File: config.mk
export PLATFORM = sky130hd
export DESIGN_NAME = timer_arbiter
export DESIGN_NICKNAME = d
export VERILOG_FILES = /design/src/rtl/timer_arbiter.sv
export SDC_FILE = /design/constraint.sdc
export NUM_CORES = 1
export LEC_CHECK = 0
export ABC_AREA = 1
export BUFFER_PORTS_ARGS = -buffer_cell sky130_fd_sc_hd__buf_2
export CAP_MARGIN = 0
export CORE_ASPECT_RATIO = 0.5
export CORE_MARGIN = 2
export CORE_UTILIZATION = 40
export DETAILED_ROUTE_END_ITERATION = 10
export HOLD_SLACK_MARGIN = 0.05
export SYNTH_ARGS = -nofsm -noshare
export SYNTH_HDL_FRONTEND = slang
export SYNTH_SLANG_ARGS = --single-unit
File: constraint.sdc
create_clock -name baseClock -period 2.4 [get_ports baseClock]
set_clock_uncertainty 0.2 [all_clocks]
set_input_delay 0.24 -clock baseClock [delete_from_list [all_inputs] [get_ports baseClock]]
set_output_delay 0.24 -clock baseClock [all_outputs]
set_load 0.01 [all_outputs]
File: src/rtl/timer_arbiter.sv
// Round-robin arbiter that lends one prescaled countdown timer to NUM_REQ requesters.
// Each grant runs a one-shot delay of `duration` ticks, then pulses that requester's done line.
module timer_arbiter #(
   parameter int unsigned                      NUM_REQ        = 4,
   parameter int unsigned                      DUR_WIDTH      = 16,
   parameter int unsigned                      PRESCALE_WIDTH = 26,
   parameter logic [PRESCALE_WIDTH-1:0]        PRESCALE       = PRESCALE_WIDTH'(49999)
) (
   input  logic                             baseClock,
   input  logic                             reset,
   input  logic [NUM_REQ-1:0]               req,
   input  logic [NUM_REQ*DUR_WIDTH-1:0]     duration,
   output logic [NUM_REQ-1:0]               grant,
   output logic [NUM_REQ-1:0]               done,
   output logic                             busy
);

   localparam int unsigned IDX_W = $clog2(NUM_REQ);
   localparam logic [NUM_REQ-1:0] ONE_HOT0 = NUM_REQ'(1);

   typedef enum logic [1:0] {StIdle, StRun, StDone} state_e;

   state_e                    r_state;
   logic [PRESCALE_WIDTH-1:0] r_pre;
   logic [DUR_WIDTH-1:0]      r_rem;
   logic [IDX_W-1:0]          r_last;
   logic [IDX_W-1:0]          r_owner;

   logic                      w_found;
   logic [IDX_W-1:0]          w_winner;
   int                        w_idx;

   // First pending requester after the last-served one, wrapping around.
   always_comb begin
      w_found  = 1'b0;
      w_winner = '0;
      w_idx    = 0;
      for (int k = 1; k <= int'(NUM_REQ); k++) begin
         w_idx = (int'(r_last) + k) % int'(NUM_REQ);
         if (!w_found && req[w_idx[IDX_W-1:0]]) begin
            w_found  = 1'b1;
            w_winner = w_idx[IDX_W-1:0];
         end
      end
   end

   always_ff @(posedge baseClock) begin
      if (reset) begin
         r_state <= StIdle;
         grant   <= '0;
         done    <= '0;
         busy    <= 1'b0;
         r_pre   <= '0;
         r_rem   <= '0;
         r_last  <= IDX_W'(NUM_REQ - 1);
         r_owner <= '0;
      end else begin
         done <= '0;
         unique case (r_state)
            StIdle: begin
               if (w_found) begin
                  grant   <= ONE_HOT0 << w_winner;
                  busy    <= 1'b1;
                  r_rem   <= duration[int'(w_winner)*int'(DUR_WIDTH) +: DUR_WIDTH];
                  r_pre   <= '0;
                  r_owner <= w_winner;
                  r_last  <= w_winner;
                  r_state <= StRun;
               end
            end
            StRun: begin
               // A dropped request aborts even on the cycle the count would have expired.
               if (!req[r_owner]) begin
                  grant   <= '0;
                  busy    <= 1'b0;
                  r_state <= StIdle;
               end else if (r_rem == '0) begin
                  grant   <= '0;
                  done    <= ONE_HOT0 << r_owner;
                  r_state <= StDone;
               end else if (r_pre == PRESCALE) begin
                  r_pre <= '0;
                  r_rem <= r_rem - 1'b1;
               end else begin
                  r_pre <= r_pre + 1'b1;
               end
            end
            StDone: begin
               busy    <= 1'b0;
               r_state <= StIdle;
            end
            default: begin
               grant   <= '0;
               busy    <= 1'b0;
               r_state <= StIdle;
            end
         endcase
      end
   end

endmodule

# Yosys cells after proc, flatten, opt, wreduce, memory -nomap -nowiden
# Cells that the tools add are included.
# word_totals
reg_bits	57
input_bits	70
output_inout_bits	9
word_cells	90
# classes
addsub	6
n_lt_le_gt_ge	5
eq_ne	9
n_shift	3
muxes	39
bitwise	4
n_reduce_logical	16
# op_table
operator	count
26-bit two-way mux	4
16-bit two-way mux	4
64-bit by 7-bit indexed part select with 16-bit output	1
26-bit one-hot mux with 2 select lines	1
16-bit one-hot mux with 2 select lines	1
26-bit by 1-bit adder with 26-bit output (second input constant)	1
26-bit by 16-bit equality test with 1-bit output (second input constant)	1
16-bit zero test	1
16-bit by 1-bit subtractor with 16-bit output (second input constant)	1
2-bit by 3-bit less-than comparator with 1-bit output (second input constant)	5
2-bit two-way mux	7
4-bit two-way mux	3
4-bit one-hot mux with 3 select lines	1
1-bit two-way mux	11
1-bit binary-select mux with 2-bit select	5
2-bit inequality test (second input constant)	5
1-bit by 2-bit << shifter with 4-bit output (first input constant)	2
2-bit AND reduction	3
5-bit AND reduction	1
2-bit by 1-bit adder with 2-bit output (second input constant)	2
2-bit adder (second input constant)	2
1-bit NOT	4
2-bit one-hot mux with 2 select lines	1
4-bit AND reduction	1
10 further kinds	14

# Longest topological paths before layout
# Gate-level depths: netlist of the first run.
# logic_depth
depth_word	16
mapped_depth	17
depth_no_buf	16

# Least setup slack after synthesis of the first run
# No wires, ideal clock.
# synth_timing
path_type	register to register
from	register r_rem[0]
to	register r_rem[14]
setup_ns	0.070
t_arrival_ns	1.745
t_required_ns	2.130
path_slack_ns	0.385
path_stages_with_launch	14
path_buffers	0
period_less_slack_ns	2.015
path_cell_list	dfxtp_1 > inv_1 > ha_1 > inv_1 > or2_2 > nor2_1 > nand2_1 > nor2_1 > nand2_1 > inv_1 > nand3_1 > a21oi_1 > nor2_1 > a21oi_1
# synth_via
elab_chain_len	5
elab_cells_between_ends	8
classes_between	add/sub: 1; eq/ne: 1; mux: 4; reduce/logical: 2
# synth_lines
item	line_no	rtl
start: declaration	25	logic [DUR_WIDTH-1:0] r_rem;
start signal: assignment	64	r_rem <= duration[int'(w_winner)*int'(DUR_WIDTH) +: DUR_WIDTH];
start signal: assignment	83	r_rem <= r_rem - 1'b1;
16-bit by 1-bit subtractor with 16-bit output	83	
16-bit two-way mux	81	end else if (r_pre == PRESCALE) begin
16-bit two-way mux	77	end else if (r_rem == '0) begin
16-bit two-way mux	73	if (!req[r_owner]) begin
16-bit one-hot mux with 2 select lines	59	unique case (r_state)
# Several ways; a longest one is shown, not always the timed one. The select of a mux whose other input is x is not followed.
# A chain may end at the register's enable or synchronous reset.

# Final worst setup path of the first run
# layout_timing
from	register r_last[1]
to	register r_rem[14]
# layout_via
elab_chain_len	16
elab_cells_between_ends	31
classes_between	add/sub: 4; eq/ne: 1; shift: 1; mux: 18; reduce/logical: 7
# layout_lines
item	line_no	rtl
start: declaration	26	logic [IDX_W-1:0] r_last;
start signal: assignment	55	r_last <= IDX_W'(NUM_REQ - 1);
start signal: assignment	67	r_last <= w_winner;
2-bit by 1-bit adder with 2-bit output	39	w_idx = (int'(r_last) + k) % int'(NUM_REQ);
1-bit binary-select mux with 2-bit select	40	if (!w_found && req[w_idx[IDX_W-1:0]]) begin
1-bit two-way mux (implied by the code)	40	
1-bit two-way mux	40	
1-bit zero test	40	
1-bit logical AND	40	
1-bit two-way mux	40	
1-bit zero test	40	
1-bit logical AND	40	
1-bit two-way mux	40	
1-bit zero test	40	
1-bit logical AND	40	
2-bit two-way mux	40	
64-bit by 7-bit indexed part select with 16-bit output	64	
16-bit two-way mux	61	if (w_found) begin
16-bit one-hot mux with 2 select lines	59	
# Several ways; a longest one is shown, not always the timed one. The select of a mux whose other input is x is not followed.

==> results.json, run 1 <==
{
  "dieArea_sq_um": 11000,
  "r2r_setup_slack_ns": 0.17,
  "insertion_delay_ns": 0.34,
  "outcome": "complete, no violations",
  "stdcell_count": 916,
  "drive_gt1_frac": 0.205,
  "worst_slew_pin_slew_ns": 0.449,
  "num_antenna_cells": 0,
  "crit_type": "reg2reg",
  "vias_per_cell": 4.93,
  "hold-worst-slack_ns": 0.132,
  "p_leak_nw": 2.40,
  "final_util": 0.525,
  "r2r_start": "r_last[1]$_SDFFE_PP1P_",
  "max_slew_margin": 0.698,
  "worstReg2RegEnd": "r_rem[14]$_SDFFE_PP0P_",
  "synth_cell_types": 40,
  "worst-path-max-fanout": 16,
  "fin_crit_ns": 2.23,
  "design.final.nets": 849,
  "cts_buffers": 9,
  "ys_seq_area_frac": 0.282,
  "power_mw": 7.00,
  "dp_hpwl_microns": 8760,
  "cap_violations": 0,
  "min_period_over_period": 0.928,
  "synth-simple-area-share": 0.461,
  "cts.sinks": 57,
  "nFillCells": 1013,
  "cts_resized": 0,
  "cts.path.max_buffers": 2,
  "crit_end": "r_rem[14]$_SDFFE_PP0P_",
  "gp_congestion": 0.899,
  "multi_input_area_sq_um": 2550,
  "grt_max_degree": 33,
  "ir_worst_vdd_mv": 0.630,
  "startpoint_type": "register",
  "p_per_area_nw_per_um2": 1380,
  "synth.ff_latch_count": 57,
  "fin_area_sq_um": 5060,
  "grt_first_pass_wirelength_microns": 18900,
  "tns_ns": 0,
  "grt_overflow_total": 0,
  "synth_xor_area_frac": 0.0260,
  "dr.pass1.iters": 5,
  "initial_core_util": 0.420,
  "place_area_sq_um": 4700,
  "grt_util_all_layers": 0.216,
  "synth.avg_cell_area_sq_um": 5.92,
  "synth_area_sq_um": 4050,
  "grt_pass1_vias": 3931,
  "maxSlewViolCount": 0,
  "post_cts_buffers": 0,
  "setup_viol": 0,
  "dieWidth_microns": 146,
  "syn_nets": 756,
  "required_ns": 2.47,
  "syn_inst": 683,
  "root_buffer": "clkbuf_16",
  "avgRoutedWirePerCell_microns": 12.7,
  "core_area_sq_um": 9630,
  "drt_iter0_markers": 374,
  "antenna_found_initial": 0,
  "postCtsHoldBufs": 0,
  "endpoint_kind": "register",
  "place_ws_ns": 0.0773,
  "finalWorstSetupSlack_ns": 0.173,
  "htreeDepth": 3,
  "regArea_sq_um": 1150,
  "cp_data_arrival_time_ns": 2.30,
  "min_from": "duration[61]",
  "synth_compound_area_frac": 0.129,
  "cts_tree": "built",
  "synth_adder_area_share": 0.00928,
  "clk_pin_slew_worst_paths_ns": 0.05,
  "max_freq_mhz": 449,
  "core.rowCount": 25,
  "drt-total-wl_microns": 11700,
  "port_buffers": 78,
  "dieHeight_microns": 75.1,
  "hold_viol": 0,
  "hold_path.class": "in2reg",
  "vias": 4520,
  "ys.warnings.count": 0,
  "place_inst": 899,
  "io_pins": 79,
  "ant_nets": 0,
  "critPathLaunch": "r_last[1]$_SDFFE_PP1P_",
  "ff2ff_path_depth": 16,
  "area_growth_pct": 25.0,
  "synth_top_family_by_area": "simple AND/OR/NAND/NOR gates",
  "synthMuxAreaShare": 0,
  "drc_errors": 0
}
-- cell families (layout without fill, tap and decap cells) --
kind of cell,Yosys count,count (layout)
and+or+nand+nor,428,428
AOI/OAI and AO/OA,98,98
buffers and inverters,85,183
DFF,57,57
xor gates and xnor gates,12,12
adders and majority gates,3,3
-- cell type report --
class                           count  share of cell area
Inverter                           61              0.0482
Clock inverter                      3             0.00791
Sequential cell                    57               0.227
Timing Repair Buffer              106               0.130
Clock buffer                       13              0.0495
Multi-Input combinational cell    541               0.505
Tap cell                          135              0.0334
-- worst min-delay path by stage --
stage / slack (ns) / cells past startpoint / to
after floorplan: 0.23 / 3 / done[0]$_SDFF_PP0_
after CTS: 0.13 / 7 / r_rem[13]$_SDFFE_PP0P_
after global placement: 0.25 / 2 / grant[1]$_SDFFE_PP0P_
final: 0.13 / 7 / r_rem[13]$_SDFFE_PP0P_
after global routing: 0.17 / 2 / r_pre[16]$_SDFFE_PP0P_
after detailed placement: 0.26 / 2 / grant[0]$_SDFFE_PP0P_
-- Yosys cell counts --
master / instances / area (sq um)
nand3b_1: 1 / 7.51
o21a_1: 3 / 22.5
buf_4: 4 / 30.0
nand3_2: 1 / 10.0
a21oi_1: 58 / 290
nor2b_1: 1 / 6.26
xnor2_1: 2 / 17.5
nor2_4: 1 / 11.3
o21ai_2: 1 / 8.76
nand2_4: 1 / 11.3
or2_2: 2 / 12.5
nand2_8: 2 / 40.0
buf_6: 4 / 45.0
or2_1: 1 / 6.26
o211a_1: 1 / 10.0
nor2_1: 66 / 248
a21oi_2: 1 / 8.76
nand2_2: 10 / 62.6
xor2_1: 10 / 87.6
o211ai_1: 2 / 15.0
nor2_2: 1 / 6.26
clkbuf_1: 11 / 41.3
o31ai_1: 1 / 7.51
ha_1: 3 / 37.5
inv_6: 1 / 8.76
inv_1: 52 / 195
nand4_1: 20 / 125
nor3b_1: 1 / 7.51
o21ai_0: 29 / 145
nor3_1: 15 / 75.1
inv_2: 7 / 26.3
nor4_1: 10 / 62.6
nand3_4: 1 / 17.5
o21ai_1: 1 / 5.00
buf_2: 5 / 25.0
clkinv_2: 1 / 5.00
nand3_1: 42 / 210
o21bai_1: 1 / 7.51
nand2_1: 252 / 946
dfxtp_1: 57 / 1140
-- routing by layer --
layer,GRT usage,up-vias,part of all wire
met3,0.0424,14,0.064
met2,0.333,166,0.41
li1,-,2395,-
met5,0,-,0
met4,0.0701,0,0.012
met1,0.306,1945,0.52
-- state kept, by name (all words and copies together), names as in the netlist --
name     cells
busy         1
done         4
grant        4
r_last       2
r_owner      2
r_pre       26
r_rem       16
r_state      2
-- where the power goes --
part           switching (mW)  leakage, nW  internal [mW]
registers               0.171        0.465           1.15
logic                    2.85         1.79           1.56
clock network           0.445        0.144          0.828
-- worst max-delay path, cell delays in order, from the launching register on --
cell     delay (ns)
dfxtp_2        0.35
inv_2          0.11
nand2_1        0.06
nand2_1        0.11
nand2_2        0.06
nand2_2        0.10
nor2_1         0.06
nor2_2         0.21
nand2_8        0.11
nand2_8        0.12
buf_12         0.14
nand2_1        0.08
nand2_1        0.07
nand2_1        0.04
nand2_1        0.06
nand2_1        0.09
a21oi_1        0.15
-- layout by cell type, fill, tap and decap left out, types with 14 or more instances in the layout --
cell type and count:
o21ai_0 29, a21oi_1 58, nand4_1 20, buf_4 24
buf_2 78, inv_1 51, nor2_1 62, nand3_1 42
nand2_1 252, nor3_1 14, dfxtp_1 53
Note: power is estimated with default switching activity, not from simulation.
==> run 2, diff against run 1 <==
--- a/config.mk
+++ b/config.mk
@@ -7,12 +7,12 @@
 export LEC_CHECK = 0
 export ABC_AREA = 1
 export BUFFER_PORTS_ARGS = -buffer_cell sky130_fd_sc_hd__buf_2
-export CAP_MARGIN = 0
 export CORE_ASPECT_RATIO = 0.5
 export CORE_MARGIN = 2
 export CORE_UTILIZATION = 40
 export DETAILED_ROUTE_END_ITERATION = 10
 export HOLD_SLACK_MARGIN = 0.05
+export PLACE_DENSITY = 0.58
 export SYNTH_ARGS = -nofsm -noshare
 export SYNTH_HDL_FRONTEND = slang
 export SYNTH_SLANG_ARGS = --single-unit
==> results.json, run 2 (synthesized netlist as in run 1, its figures left out) <==
{
  "max_slew_margin": 0.711,
  "setup_viol": 0,
  "ff2ff_path_depth": 16,
  "root_buffer": "clkbuf_16",
  "outcome": "complete, no violations",
  "place_ws_ns": 0.0942,
  "startpoint_type": "register",
  "worst-path-max-fanout": 6,
  "insertion_delay_ns": 0.33,
  "sw_frac_of_total": 0.498,
  "antenna_found_initial": 0,
  "num_antenna_cells": 0,
  "postCtsHoldBufs": 0,
  "hold_path.class": "in2reg",
  "grt_first_pass_wirelength_microns": 19900,
  "dieArea_sq_um": 11000,
  "crit_chain": "inv_2 > nand2_1 > nand2_2 > nand2_2 > nand2_2 > nor2_4 > nand3_4 > nand2_8 > nand2_8 > buf_4 > nand2_1 > nand2_1 > nand2_1 > nand3_1 > nand2_1 > a21oi_1",
  "drt-total-wl_microns": 11700,
  "cts_tree": "built",
  "cts_buffers": 9,
  "design.final.nets": 856,
  "cap_violations": 0,
  "critPathMostFrequentCell": "nand2_1",
  "cts.sinks": 57,
  "r2r_start": "r_last[1]$_SDFFE_PP1P_",
  "mostFrequentLayoutCell": "nand2_1",
  "pwr-share-seq": 0.184,
  "port_buffers": 78,
  "max_freq_mhz": 456,
  "clk_pin_slew_worst_paths_ns": 0.06,
  "p_leak_nw": 2.43,
  "cpMaxStageDelayCell": "dfxtp_2",
  "grt_overflow_total": 0,
  "holdPathStages": 7,
  "cp_data_arrival_time_ns": 2.21,
  "layout_common_cells": "nand2_1 (252), buf_2 (78), nor2_1 (62)",
  "worst_slew_pin_slew_ns": 0.429,
  "reg_top3": "r_pre (26), r_rem (16)",
  "slowest_delay_ns": 0.37,
  "pwr-share-clk": 0.176,
  "top_register": "r_pre",
  "avgRoutedWirePerCell_microns": 12.7,
  "ant_nets": 0,
  "min_period_over_period": 0.914,
  "r2r_setup_slack_ns": 0.21,
  "rsz0062_at_grt": "no",
  "fin_crit_ns": 2.19,
  "grt_pass1_vias": 4222,
  "power_mw": 7.16,
  "largest_reg_flops": 26,
  "maxSlewViolCount": 0,
  "initial_core_util": 0.420,
  "area_growth_pct": 25.9,
  "core.rowCount": 25,
  "htreeDepth": 3,
  "drive_gt1_frac": 0.213,
  "p_comb_frac": 0.640,
  "dr.pass1.iters": 5,
  "p_int_mw": 3.60,
  "min_from": "duration[42]",
  "gp_congestion": 0.890,
  "dp_hpwl_microns": 8700,
  "grt_max_degree": 30,
  "tns_ns": 0,
  "p_sw_mw": 3.57,
  "dieHeight_microns": 75.1,
  "endpoint_kind": "register",
  "drc_errors": 0,
  "finalWorstSetupSlack_ns": 0.208,
  "ir_worst_vdd_mv": 0.671,
  "vias": 4558,
  "drt_iter0_markers": 300,
  "p_per_area_nw_per_um2": 1410,
  "cts.path.max_buffers": 2,
  "worstReg2RegEnd": "r_rem[5]$_SDFFE_PP0P_",
  "crit_type": "reg2reg",
  "hold_viol": 0,
  "dieWidth_microns": 146,
  "io_pins": 79,
  "vias_per_cell": 4.94,
  "grt_util_all_layers": 0.226,
  "required_ns": 2.41,
  "hold_path_end": "r_rem[10]$_SDFFE_PP0P_",
  "core_area_sq_um": 9630
}
[run 2: power by group through the flow]
stage	logic (mW)	clock network [mW]	registers, mW
6_report	4.58	1.26	1.31
4_1_cts	4.31	1.29	1.30
3_5_place_dp	4.28	0	1.32
5_1_grt	5.24	1.34	1.34
2_1_floorplan	3.17	0	1.31
3_3_place_gp	4.27	0	1.32
[run 2: per-layer routing]
layer,vias to the layer above,track usage,share of wire
met1,1969,0.315,0.52
met2,153,0.357,0.41
met4,0,0.0690,0.014
met5,-,0,0
met3,15,0.0461,0.057
li1,2421,-,-
[run 2: how the worst max path moves through the flow]
stage / start / end / slack, ns
floorplan: r_rem[0]$_SDFFE_PP0P_ / r_rem[14]$_SDFFE_PP0P_ / 0.39
global placement: r_last[1]$_SDFFE_PP1P_ / r_rem[6]$_SDFFE_PP0P_ / 0.1
detailed placement: r_last[0]$_SDFFE_PP1P_ / r_rem[11]$_SDFFE_PP0P_ / 0.09
CTS: r_last[0]$_SDFFE_PP1P_ / r_rem[14]$_SDFFE_PP0P_ / 0.04
global route: r_rem[2]$_SDFFE_PP0P_ / r_rem[13]$_SDFFE_PP0P_ / 0.01
finish: r_last[1]$_SDFFE_PP1P_ / r_rem[5]$_SDFFE_PP0P_ / 0.21
[run 2: layout make-up]
type                            instances  area, sq um
Sequential cell                        57         1150
Tap cell                              135          169
Timing Repair Buffer                  111          663
Inverter                               61          248
Multi-Input combinational cell        543         2580
Clock buffer                           13          250
Fill cell                            1035         4540
Clock inverter                          3         40.0
[run 2: worst max-delay path, delay by kind of cell, from the launching register on]
kind,cells,cell delay [ns]
AO/OA/AOI/OAI,1,0.05
buffers and inverters,2,0.24
flip-flops,1,0.37
AND/OR/NAND/NOR,13,1.21
[run 2: timing repair]
| item | 4_1_cts | 5_1_grt |
|---|---|---|
| setup endpoints to repair | 0 | 29 |
| setup buffers | 0 | 5 |
| resized for setup | 0 | 21 |
| endpoints found under the hold margin | 0 | 0 |
[run 2: metrics by stage]
step / instances / util / area, sq um / hold slack (ns)
2_1_floorplan: 683 / - / 4050 / 0.226
3_3_place_gp: 900 / 0.488 / 4700 / 0.250
3_5_place_dp: 900 / 0.488 / 4700 / 0.260
4_1_cts: 916 / 0.518 / 4990 / 0.149
5_1_grt: 923 / 0.529 / 5090 / 0.178
6_report: 923 / 0.529 / 5090 / 0.158
==> run 3, diff against run 2 <==
--- a/config.mk
+++ b/config.mk
@@ -10,6 +10,7 @@
 export CORE_ASPECT_RATIO = 0.5
 export CORE_MARGIN = 2
 export CORE_UTILIZATION = 40
+export CTS_BUF_LIST = sky130_fd_sc_hd__clkbuf_8
 export DETAILED_ROUTE_END_ITERATION = 10
 export HOLD_SLACK_MARGIN = 0.05
 export PLACE_DENSITY = 0.58
==> results.json, run 3 (synthesized netlist as in run 1, its figures left out) <==
{
  "outcome": "complete, no violations",
  "drt-total-wl_microns": 11700,
  "io_pins": 79,
  "insertion_delay_ns": 0.35,
  "dieArea_sq_um": 11000,
  "ir_worst_vdd_mv": 0.672,
  "crit_type": "reg2reg",
  "cap_violations": 0,
  "grt_pass1_vias": 4189,
  "reg_top3": "r_pre (26), r_rem (16)",
  "drt_iter0_markers": 332,
  "htreeDepth": 3,
  "drc_errors": 0,
  "nFillCells": 1043,
  "drive_gt1_frac": 0.213,
  "required_ns": 2.47,
  "port_buffers": 78,
  "stdcell_count": 923,
  "top_register": "r_pre",
  "postCtsHoldBufs": 0,
  "grt_util_all_layers": 0.224,
  "max_freq_mhz": 452,
  "slowest_delay_ns": 0.39,
  "dieWidth_microns": 146,
  "grt_max_degree": 30,
  "r2r_start": "r_pre[0]$_SDFFE_PP0P_",
  "vias": 4541,
  "worst-path-max-fanout": 5,
  "startpoint_type": "register",
  "min_period_over_period": 0.922,
  "grt_overflow_total": 0,
  "vias_per_cell": 4.92,
  "rsz0062_at_grt": "yes",
  "core_area_sq_um": 9630,
  "hold_viol": 0,
  "place_ws_ns": 0.0942,
  "holdPathStages": 3,
  "worst_slew_pin_slew_ns": 0.429,
  "ff2ff_path_depth": 10,
  "fin_crit_ns": 2.21,
  "min_from": "reset",
  "worstReg2RegEnd": "r_pre[22]$_SDFFE_PP0P_",
  "regArea_sq_um": 1150,
  "cts_buffers": 9,
  "dieHeight_microns": 75.1,
  "setup_viol": 0,
  "clk_pin_slew_worst_paths_ns": 0.07,
  "avgRoutedWirePerCell_microns": 12.7,
  "cpMaxStageDelayCell": "dfxtp_1",
  "antenna_found_initial": 0,
  "initial_core_util": 0.420,
  "p_per_area_nw_per_um2": 1360,
  "p_leak_nw": 2.39,
  "ant_nets": 0,
  "critPathMostFrequentCell": "nand3_1",
  "hold_path.class": "in2reg",
  "dp_hpwl_microns": 8700,
  "r2r_setup_slack_ns": 0.19,
  "crit_chain": "ha_1 > nand3_1 > inv_2 > nand3_1 > nor2_1 > nand2_1 > nor3_2 > nand3_1 > o21ai_0 > nor3b_1",
  "cts_tree": "built",
  "cts.sinks": 57,
  "area_growth_pct": 23.4,
  "cp_data_arrival_time_ns": 2.29,
  "num_antenna_cells": 0,
  "layout_common_cells": "nand2_1 (252), buf_2 (78), nor2_1 (62)",
  "largest_reg_flops": 26,
  "core.rowCount": 25,
  "endpoint_kind": "register",
  "maxSlewViolCount": 0,
  "multi_input_area_sq_um": 2580,
  "root_buffer": "clkbuf_8",
  "gp_congestion": 0.890,
  "mostFrequentLayoutCell": "nand2_1",
  "hold_path_end": "r_rem[2]$_SDFFE_PP0P_",
  "max_slew_margin": 0.711,
  "place_inst": 900,
  "grt_first_pass_wirelength_microns": 19700,
  "finalWorstSetupSlack_ns": 0.186,
  "dr.pass1.iters": 5,
  "design.final.nets": 856,
  "cts.path.max_buffers": 2
}
==> run 3: worst max-delay path by stage <==
| stage | startpoint | endpoint | slack (ns) |
|---|---|---|---|
| 6_report | r_pre[0]$_SDFFE_PP0P_ | r_pre[22]$_SDFFE_PP0P_ | 0.19 |
| 5_1_grt | r_pre[0]$_SDFFE_PP0P_ | r_pre[22]$_SDFFE_PP0P_ | -0.02 |
| 4_1_cts | r_last[0]$_SDFFE_PP1P_ | r_rem[14]$_SDFFE_PP0P_ | 0.04 |
| 3_5_place_dp | r_last[0]$_SDFFE_PP1P_ | r_rem[11]$_SDFFE_PP0P_ | 0.09 |
| 2_1_floorplan | r_rem[0]$_SDFFE_PP0P_ | r_rem[14]$_SDFFE_PP0P_ | 0.39 |
| 3_3_place_gp | r_last[1]$_SDFFE_PP1P_ | r_rem[6]$_SDFFE_PP0P_ | 0.1 |
==> run 3: final cells by class <==
| class | instances | share of cell area |
|---|---|---|
| Sequential cell | 57 | 0.230 |
| Clock buffer | 10 | 0.0276 |
| Inverter | 61 | 0.0496 |
| Multi-Input combinational cell | 543 | 0.516 |
| Clock inverter | 6 | 0.0103 |
| Tap cell | 135 | 0.0338 |
| Timing Repair Buffer | 111 | 0.133 |
==> run 3: routing by layer <==
metal  wire (microns)  GRT usage
met1             6060      0.314
met2             4750      0.350
met3              692     0.0497
met4              176     0.0658
met5                0          0
==> run 3: report_power, final <==
group	switching (mW)	internal [mW]	total, mW
registers	0.168	1.14	1.31
logic	2.94	1.62	4.57
clock network	0.401	0.493	0.894
total	3.51	3.26	6.77
==> run 3: repair_timing <==
item	4_1_cts	5_1_grt
setup buffers	0	5
setup endpoints to repair	0	28
gates resized for setup	0	21
==> run 3: critical path: cells and delay by family (launching register included) <==
kind | cells | cell delay [ns]
buffers and inverters | 1 | 0.16
DFF | 1 | 0.39
AOI/OAI and AO/OA | 1 | 0.16
adders and majority gates | 1 | 0.19
and+or+nand+nor | 7 | 1.03
==> run 3: per-stage QoR <==
step           cell area [sq um]  power (mW)  utilization  hold slack (ns)  setup TNS [ns]
6_report                    4990        6.77        0.518            0.137               0
5_1_grt                     4990        7.52        0.518            0.150         -0.0439
4_1_cts                     4890        6.51        0.507            0.120               0
3_5_place_dp                4700        5.59        0.488            0.260               0
3_3_place_gp                4700        5.59        0.488            0.250               0
2_1_floorplan               4050        4.48            -            0.226               0
